$ cat src/rtl/stopwatch_pkg.sv
// Shared types and constants for the stopwatch controller slice.
package stopwatch_pkg;

   typedef enum logic [2:0] {
      IDLE,
      RUN,
      PAUSE,
      SET_MIN,
      SET_SEC
   } sw_state_t;

   localparam logic [1:0] SEL_NONE = 2'b00;
   localparam logic [1:0] SEL_MIN  = 2'b01;
   localparam logic [1:0] SEL_SEC  = 2'b10;

endpackage

$ cat src/rtl/btn_cond.sv
// Push-button conditioner: 2-FF synchronizer, stability-count debouncer and
// rising-edge detector producing a single-cycle event per accepted press.
module btn_cond #(
   parameter int unsigned DEB_LEN = 1_000_000
) (
   input  logic clk,
   input  logic rst,
   input  logic raw,
   output logic level,
   output logic rise
);

   localparam int unsigned CW = (DEB_LEN > 1) ? $clog2(DEB_LEN) : 1;
   localparam logic [CW-1:0] CNT_MAX = CW'(DEB_LEN - 1);

   logic          sync1_q, sync2_q;
   logic          level_q, level_d;
   logic          prev_q;
   logic [CW-1:0] cnt_q, cnt_d;

   always_ff @(posedge clk) begin
      if (rst) begin
         sync1_q <= 1'b0;
         sync2_q <= 1'b0;
         level_q <= 1'b0;
         prev_q  <= 1'b0;
         cnt_q   <= '0;
      end else begin
         sync1_q <= raw;
         sync2_q <= sync1_q;
         level_q <= level_d;
         prev_q  <= level_q;
         cnt_q   <= cnt_d;
      end
   end

   // Accept the new level on the DEB_LEN-th consecutive differing sample.
   always_comb begin
      level_d = level_q;
      cnt_d   = cnt_q;
      if (sync2_q == level_q) begin
         cnt_d = '0;
      end else if (cnt_q == CNT_MAX) begin
         level_d = sync2_q;
         cnt_d   = '0;
      end else begin
         cnt_d = cnt_q + 1'b1;
      end
   end

   assign level = level_q;
   assign rise  = level_q & ~prev_q;

endmodule

$ cat src/rtl/stopwatch_ctrl.sv
// Stopwatch controller: button conditioning, 1 Hz prescaler and the
// run/pause/set FSM driving CEN/INC/CLR of the seconds and minutes counters.
module stopwatch_ctrl
   import stopwatch_pkg::*;
#(
   parameter int unsigned TICK_DIV = 50_000_000,
   parameter int unsigned DEB_LEN  = 1_000_000
) (
   input  logic       clk,
   input  logic       rst,
   input  logic       btn_start,
   input  logic       btn_set,
   input  logic       btn_inc,
   input  logic       btn_clr,
   input  logic       sec_ca,
   output logic       cen_sec,
   output logic       cen_min,
   output logic       inc_sec,
   output logic       inc_min,
   output logic       clr_cnt,
   output logic       running,
   output logic [1:0] set_sel
);

   localparam int unsigned PW = $clog2(TICK_DIV);
   localparam logic [PW-1:0] PRESC_MAX = PW'(TICK_DIV - 1);

   logic [3:0] btn_raw, btn_lvl, btn_rise;
   logic       start_ev, set_ev, inc_ev, clr_ev;

   assign btn_raw = {btn_clr, btn_inc, btn_set, btn_start};

   for (genvar i = 0; i < 4; i++) begin : g_btn
      btn_cond #(
         .DEB_LEN (DEB_LEN)
      ) u_btn_cond (
         .clk   (clk),
         .rst   (rst),
         .raw   (btn_raw[i]),
         .level (btn_lvl[i]),
         .rise  (btn_rise[i])
      );
   end

   assign start_ev = btn_rise[0] & btn_lvl[0];
   assign set_ev   = btn_rise[1] & btn_lvl[1];
   assign inc_ev   = btn_rise[2] & btn_lvl[2];
   assign clr_ev   = btn_rise[3] & btn_lvl[3];

   sw_state_t     state_q, state_d;
   logic [PW-1:0] presc_q, presc_d;
   logic          inc_min_q, inc_min_d;
   logic          inc_sec_q, inc_sec_d;
   logic          clr_q, clr_d;

   always_ff @(posedge clk) begin
      if (rst) begin
         state_q   <= IDLE;
         presc_q   <= '0;
         inc_min_q <= 1'b0;
         inc_sec_q <= 1'b0;
         clr_q     <= 1'b1;
      end else begin
         state_q   <= state_d;
         presc_q   <= presc_d;
         inc_min_q <= inc_min_d;
         inc_sec_q <= inc_sec_d;
         clr_q     <= clr_d;
      end
   end

   // Prescaler only advances in RUN; PAUSE/SET keep the partial second.
   always_comb begin
      state_d   = state_q;
      presc_d   = presc_q;
      inc_min_d = 1'b0;
      inc_sec_d = 1'b0;
      clr_d     = 1'b0;

      if (state_q == RUN) begin
         presc_d = (presc_q == PRESC_MAX) ? '0 : presc_q + 1'b1;
      end

      if (clr_ev) begin
         state_d = IDLE;
         presc_d = '0;
         clr_d   = 1'b1;
      end else begin
         unique case (state_q)
            IDLE, PAUSE: begin
               if (start_ev)    state_d = RUN;
               else if (set_ev) state_d = SET_MIN;
            end
            RUN: begin
               if (start_ev) state_d = PAUSE;
            end
            SET_MIN: begin
               if (set_ev)      state_d   = SET_SEC;
               else if (inc_ev) inc_min_d = 1'b1;
            end
            SET_SEC: begin
               if (set_ev)      state_d   = PAUSE;
               else if (inc_ev) inc_sec_d = 1'b1;
            end
            default: state_d = IDLE;
         endcase
      end
   end

   always_comb begin
      set_sel = SEL_NONE;
      if (state_q == SET_MIN)      set_sel = SEL_MIN;
      else if (state_q == SET_SEC) set_sel = SEL_SEC;
   end

   assign running = (state_q == RUN);
   assign cen_sec = running & (presc_q == PRESC_MAX);
   assign cen_min = sec_ca & running;
   assign inc_min = inc_min_q;
   assign inc_sec = inc_sec_q;
   assign clr_cnt = clr_q;

endmodule

$ cat config.mk
export PLATFORM = sky130hd
export DESIGN_NAME = stopwatch_ctrl
export DESIGN_NICKNAME = d
export VERILOG_FILES = /design/src/rtl/stopwatch_pkg.sv /design/src/rtl/btn_cond.sv /design/src/rtl/stopwatch_ctrl.sv
export SDC_FILE = /design/constraint.sdc
export NUM_CORES = 1
export LEC_CHECK = 0
export CAP_MARGIN = 5
export CORE_MARGIN = 10
export CORE_UTILIZATION = 40
export DETAILED_ROUTE_END_ITERATION = 12
export PLACE_DENSITY = 0.68
export SYNTH_ARGS = -nofsm -noshare
export SYNTH_HDL_FRONTEND = slang
export SYNTH_HIERARCHICAL = 1
export SYNTH_SLANG_ARGS = --single-unit
$ cat constraint.sdc
create_clock -name clk -period 4.4 [get_ports clk]
set_input_delay 0.44 -clock clk [delete_from_list [all_inputs] [get_ports clk]]
set_output_delay 0.44 -clock clk [all_outputs]
set_load 0.1 [all_outputs]
==> impl_metrics.toml, run 1 <==
[outcome]
status = "completed"

[layout]
post-route-util_pct = 46.43
nets = 693
n_fill_cell = 1343
seq_area_um2 = 2562
syn_to_final_growth_pct = 14.29
multi_input_area_um2 = 3089
drive_gt1_share_pct = 8.802
n_antenna_cell = 0

[critical_path]
max_stage_delay_ps = 1120
crit_path_start = "state_q[0]"
crit_fanout = 12
reg2reg_from = "state_q[0]"
crit_path_top_delay_cell = "clkdlybuf4s50_1"
cp_top_family = "buffers and inverters"
crit_chain = "or3b_1 -> inv_2 -> and2_1 -> clkdlybuf4s50_1"
arrival_ps = 2830
critPathLaunchType = "flip-flop"
crit_path_end_kind = "output pin"
path_buf_inv = 2
crit_required_ps = 3960
crit_type = "reg -> out"

[logic_synthesis]
synthTopCellsByArea = "dfxtp_1 44%, xnor2_1 5.7%, nor2_1 4.1%, a21oi_1 4.0%, nand3_1 3.5%"
yosys.area.top_type = "dfxtp_1"
synth_edf_count = 0
synth_cell_type_count = 46
async_flop_share_pct = 0
synth.most_common_cell = "dfxtp_1"
synth-main-ff-cell = "dfxtp_1"
synth_commonest_cells = "128 x dfxtp_1, 65 x nor2_1, 47 x a21oi_1"
syn_area_per_cell_um2 = 8.766
synth_top_area_share_pct = 43.57
netlist_area_um2 = 5882
yosys_register_bits = 128
synthCells = 671
yosys_warnings = 6
ys_seq_area_share_pct = 43.57
synthesis.nets = 684

[power_and_ir_drop]
p_int_mw = 2.076
seqPwrFrac_pct = 45.2
combPwrFrac_pct = 1.4
ir_drop_mv = 0.3412
power_leakage_nw = 2.052
power.total_mw = 2.602
swShare_pct = 20.22
power_density_nw_per_um2 = 387.0
power.switching_uw = 526.0
p_clk_share_pct = 53.4

[cts]
cts_htree_levels = 4
postCtsSetupBuffers = 0
clock_path_buffers = 2
cts_tree = "built"
cts_buffers = 17
cts.clk_slew.worst_paths_ps = 50
hold_buffers = 0
cts_resized = 0
cts-root-buf = "clkbuf_16"
insertion_delay_ps = 410
cts.sinks = 128

[route]
avgRoutedWirePerCell_um = 13.54
drcViolationCount = 0
drtIter0Drc = 314
first_pass_iters = 5
ant_nets = 0
via_per_inst = 5.506
vias = 4829
routed_wl_mm = 11.87

[placed_design]
dpl.hpwl_mm = 8.301
portBuffers = 14
gp_congestion = 0.8241

[hold_path]
hold_start = "g_btn[1].u_btn_cond/sync1_q"
hold_path.class = "reg -> reg"

[die]
die_h_um = 141.3
die_x_um = 141.3
num_rows = 44
dieArea_um2 = 19960
ios = 15
fp.coreArea_um2 = 14480
initial_utilization_pct = 40.62

[grt]
grt_pass1_wl_mm = 20.24
grt_max_degree = 20
grt.total_usage_pct = 12.05
antenna_found_initial = 0
overflow = 0
first_global_vias = 4571

[timing]
max_freq_mhz = 305.5
slew_violations = 0
period_minus_slack_ps = 3273
finalClockSkew_ps = 6.499
finalSetupViolCount = 0
timing.hold.ws_ps = 434.1
timing.final.crit_share_pct = 74.39
hold_viol_final = 0
slew_headroom_pct = 16.70
worstMarginPinSlew_ps = 1242
finalSetupTns_ps = 0
rsz0062_at_grt = "false"

[flow_run]
drv_cap = 0
## registers in the layout (all words and copies together), names as in the netlist
register                  flops
g_btn.u_btn_cond/level        4
clr_cnt                       1
g_btn.u_btn_cond/sync1_q      4
inc_min                       1
presc_q                      26
g_btn.u_btn_cond/sync2_q      4
state_q                       3
inc_sec                       1
g_btn.u_btn_cond/cnt_q       80
g_btn.u_btn_cond/prev_q       4
## stage by stage
step                worst slack (ps)  instances  cell area [µm²]
floorplan                      773.6        671             5882
global placement                1595        845             6128
detailed placement              1543        845             6128
CTS                             1104        877             6723
global route                   986.1        877             6723
finish                          1127        877             6723
## kinds of logic after synthesis
logic type                 count (synthesis)  share of synthesized area [%]
muxes                                      5                         0.9359
adders and majority gates                  6                          1.276
buffers and inverters                     51                          3.914
DFF                                      128                          43.57
AOI/OAI and AO/OA                        108                          10.79
xor gates and xnor gates                  53                          7.892
and+or+nand+nor                          320                          31.63
## cell usage in the layout, fill, tap and decap left out, types with 2 or more instances in the layout
cell	n
nand3_2	8
nor2b_1	20
clkbuf_1	3
mux2_2	4
nand3_1	41
clkdlybuf4s50_1	13
or4_1	23
or3_1	30
nand4_2	4
nor3_1	18
nor4b_1	9
nand4_1	14
o21ai_0	33
and3_1	7
a311o_1	5
ha_1	6
nand2_1	38
or2_2	4
buf_4	3
clkinvlp_4	2
clkbuf_8	4
nor2_1	65
clkinv_2	2
or4b_2	2
nor4_1	10
clkbuf_16	17
nor4bb_1	5
xor2_1	15
inv_1	24
o31ai_1	16
and4_1	10
bufinv_16	2
and2_1	4
dfxtp_1	128
nand2_4	4
a21oi_1	47
xnor2_1	38
## power groups by stage
stage	clock network [mW]	registers (mW)	logic, mW
floorplan	0	1.20	0.0199
global placement	0	1.20	0.0358
detailed placement	0	1.20	0.0368
CTS	1.42	1.17	0.0372
global route	1.48	1.18	0.0400
finish	1.39	1.18	0.0369
## worst register-to-register path: stages, from the launching register on
cell and delay [ps]:
dfxtp_1 440, or3b_1 500, inv_2 210, nand3_1 180, o31ai_2 1040, o21ba_2 280
## layer usage
| metal | vias to the layer above | global-route usage (%) | share of wire, % |
|---|---|---|---|
| met1 | 2297 | 13.98 | 45 |
| met5 | - | 0 | 0 |
| li1 | 2437 | - | - |
| met2 | 81 | 19.56 | 49 |
| met3 | 14 | 4.306 | 4.4 |
| met4 | 0 | 5.326 | 1.6 |
## path summary, 6_finish.rpt
check | end | slack, ps | cells past startpoint
max | cen_min | 1130 | 4
min | g_btn[1].u_btn_cond/sync2_q | 430 | 1
max reg2reg | presc_q[20] | 1650 | 5
min reg2reg | g_btn[1].u_btn_cond/sync2_q | 430 | 1
## area by class of cell
type,instances,share of cell area (%)
sequential,128,38.12
clock buffer,24,7.314
clock inverter,8,1.526
multi-input combinational,492,45.95
inverter,25,1.396
tap,184,3.425
timing repair buffer,16,2.271
No activity file was read; power rests on OpenSTA's default activity.
==> inputs of run 2 (changes only) <==
--- a/config.mk
+++ b/config.mk
@@ -9,7 +9,7 @@
 export CORE_MARGIN = 10
 export CORE_UTILIZATION = 40
 export DETAILED_ROUTE_END_ITERATION = 12
-export PLACE_DENSITY = 0.68
+export PLACE_DENSITY = 0.7
 export SYNTH_ARGS = -nofsm -noshare
 export SYNTH_HDL_FRONTEND = slang
 export SYNTH_HIERARCHICAL = 1
==> constraint.sdc (replaced) <==
create_clock -name clk -period 2.7 [get_ports clk]
set_input_delay 0.27 -clock clk [delete_from_list [all_inputs] [get_ports clk]]
set_output_delay 0.27 -clock clk [all_outputs]
set_load 0.1 [all_outputs]
==> run 2 against run 1 <==
  * Register-to-register slack worse by 1200 ps
  * Combinational power rose by 67%
  * Cell area grew 1.2%
  * Non-clock buffer count grew 6
  * Critical path depth is 2 higher
  * Clock-buffer cell count fell by 6
  * Worst hold slack worse by 36 ps
  * Worst setup slack worse by 990 ps
  * Global-route usage down 0.52 points
  * Clock power up 72%
  * Sequential power is 62% higher
  * Core utilization is 0.56 points higher
  * Largest power group unchanged
==> impl_metrics.toml, run 2 (same netlist as run 1, synthesis figures left out) <==
[layout]
nets = 699
drive_gt1_share_pct = 11.16
reg_top3 = "g_btn.u_btn_cond/cnt_q (80), presc_q (26)"
regMostFlops = "g_btn.u_btn_cond/cnt_q"
post-route-util_pct = 46.99
n_fill_cell = 1372
final_cell_mix = "128 x dfxtp_1, 65 x nor2_1, 47 x a21oi_1, 41 x nand3_1"
n_antenna_cell = 0
layout.cells.most_common = "dfxtp_1"
largest_reg_flops = 80
syn_to_final_growth_pct = 15.68

[power_and_ir_drop]
power.total_mw = 4.367
swShare_pct = 21.72
ir_drop_mv = 0.4854
power_density_nw_per_um2 = 641.9
power.switching_uw = 948.8
combPwrFrac_pct = 1.4
power_leakage_nw = 2.107
seqPwrFrac_pct = 43.8
p_clk_share_pct = 54.8
p_int_mw = 3.419

[critical_path]
crit_fanout = 11
ff2ff_path_depth = 4
crit_type = "reg -> out"
reg2reg_from = "state_q[0]"
arrival_ps = 2300
crit_required_ps = 2430
r2r_end = "presc_q[22]"
critPathLaunchType = "flip-flop"
rrSetupSlack_ps = 460
crit_path_end_kind = "output pin"

[hold_path]
hold_end = "g_btn[1].u_btn_cond/sync1_q"
hold_start = "btn_set"
whs_path_depth = 2
hold_path.class = "in -> reg"

[cts]
cts_tree = "built"
cts_buffers = 17
cts_htree_levels = 4
cts.sinks = 128
hold_buffers = 0
clock_path_buffers = 2
cts-root-buf = "clkbuf_16"
cts_resized = 0
cts.clk_slew.worst_paths_ps = 60
postCtsSetupBuffers = 0
insertion_delay_ps = 420

[timing]
period_minus_slack_ps = 2566
finalSetupTns_ps = 0
slew_headroom_pct = 50.79
rsz0062_at_grt = "false"
slew_violations = 0
max_freq_mhz = 389.7
finalClockSkew_ps = 10.30
finalSetupViolCount = 0
worstMarginPinSlew_ps = 738.1
timing.final.crit_share_pct = 95.03
hold_viol_final = 0

[route]
drtIter0Drc = 238
drcViolationCount = 0
avgRoutedWirePerCell_um = 12.63
ant_nets = 0
via_per_inst = 5.318
vias = 4696
routed_wl_mm = 11.15
first_pass_iters = 4

[outcome]
status = "completed"

[grt]
grt.total_usage_pct = 11.54
grt_pass1_wl_mm = 19.27
grt_max_degree = 23
first_global_vias = 4233
overflow = 0
antenna_found_initial = 0

[flow_run]
drv_cap = 0

[die]
initial_utilization_pct = 40.62
die_h_um = 141.3
die_x_um = 141.3
ios = 15
dieArea_um2 = 19960
num_rows = 44
fp.coreArea_um2 = 14480

[placed_design]
dpl.hpwl_mm = 7.541
portBuffers = 14
gp_congestion = 0.7918
==> run 2: changes by cell type in the layout (fill, tap and decap cells not counted) <==
cell             delta
clkbuf_8            -3
inv_6               +5
bufinv_16           +1
clkinv_2            -1
buf_12              +2
clkinvlp_4          +1
clkbuf_1            -3
nor3_2              +1
buf_4              +11
nor3_1              -1
clkdlybuf4s50_1     -7
==> run 2: per-layer routing <==
layer	up-vias	part of all wire (%)	GRT usage (%)
met1	2169	49	14.27
met4	0	0.77	4.783
met2	58	45	17.46
met3	7	5.0	4.573
met5	-	0	0
li1	2462	-	-
==> run 2: worst max-delay path by stage <==
stage / slack, ps / end / start
after floorplan: 110 / cen_sec / state_q[0]
final: 130 / cen_sec / state_q[0]
after global placement: 500 / presc_q[22] / state_q[0]
after global routing: 10 / cen_sec / state_q[0]
after CTS: 110 / cen_sec / state_q[0]
after detailed placement: 460 / presc_q[22] / state_q[0]
==> run 2: area by class of cell <==
| class | count | area [µm²] | share of cell area (%) |
|---|---|---|---|
| multi-input combinational | 492 | 3094 | 45.48 |
| tap | 184 | 230.2 | 3.384 |
| clock inverter | 14 | 178.9 | 2.630 |
| sequential | 128 | 2562 | 37.66 |
| clock buffer | 18 | 439.2 | 6.455 |
| timing repair buffer | 22 | 205.2 | 3.016 |
| inverter | 25 | 93.84 | 1.379 |
==> run 2: critical path, cell delays in order, from the launching register on <==
cell and delay (ps):
dfxtp_1 440, or3b_1 510, inv_2 100, buf_4 170, nand3_1 170, nor3_2 280, buf_12 210
==> run 2: power by group through the flow <==
stage / Sequential (mW) / Combinational, mW / Clock, mW
global route: 1.91 / 0.0678 / 2.53
detailed placement: 1.96 / 0.0624 / 0
finish: 1.91 / 0.0616 / 2.39
global placement: 1.95 / 0.0624 / 0
CTS: 1.91 / 0.0628 / 2.45
floorplan: 1.96 / 0.0325 / 0
==> run 2: per-stage QoR <==
stage | setup WS [ps] | hold slack, ps | instance area, µm² | cells
after detailed placement | 461.2 | 421.8 | 6186 | 851
after floorplan | 105.7 | 341.6 | 5887 | 671
after global routing | 12.83 | 393.6 | 6804 | 883
after global placement | 500.5 | 419.6 | 6186 | 851
after CTS | 106.9 | 378.4 | 6804 | 883
final | 134.2 | 398.5 | 6804 | 883
==> inputs of run 3 (changes only) <==
--- a/config.mk
+++ b/config.mk
@@ -5,7 +5,7 @@
 export SDC_FILE = /design/constraint.sdc
 export NUM_CORES = 1
 export LEC_CHECK = 0
-export CAP_MARGIN = 5
+export CAP_MARGIN = 0
 export CORE_MARGIN = 10
 export CORE_UTILIZATION = 40
 export DETAILED_ROUTE_END_ITERATION = 12
==> results of run 3 <==
No change in the layout: final DEF, timing and power equal those of run 2.
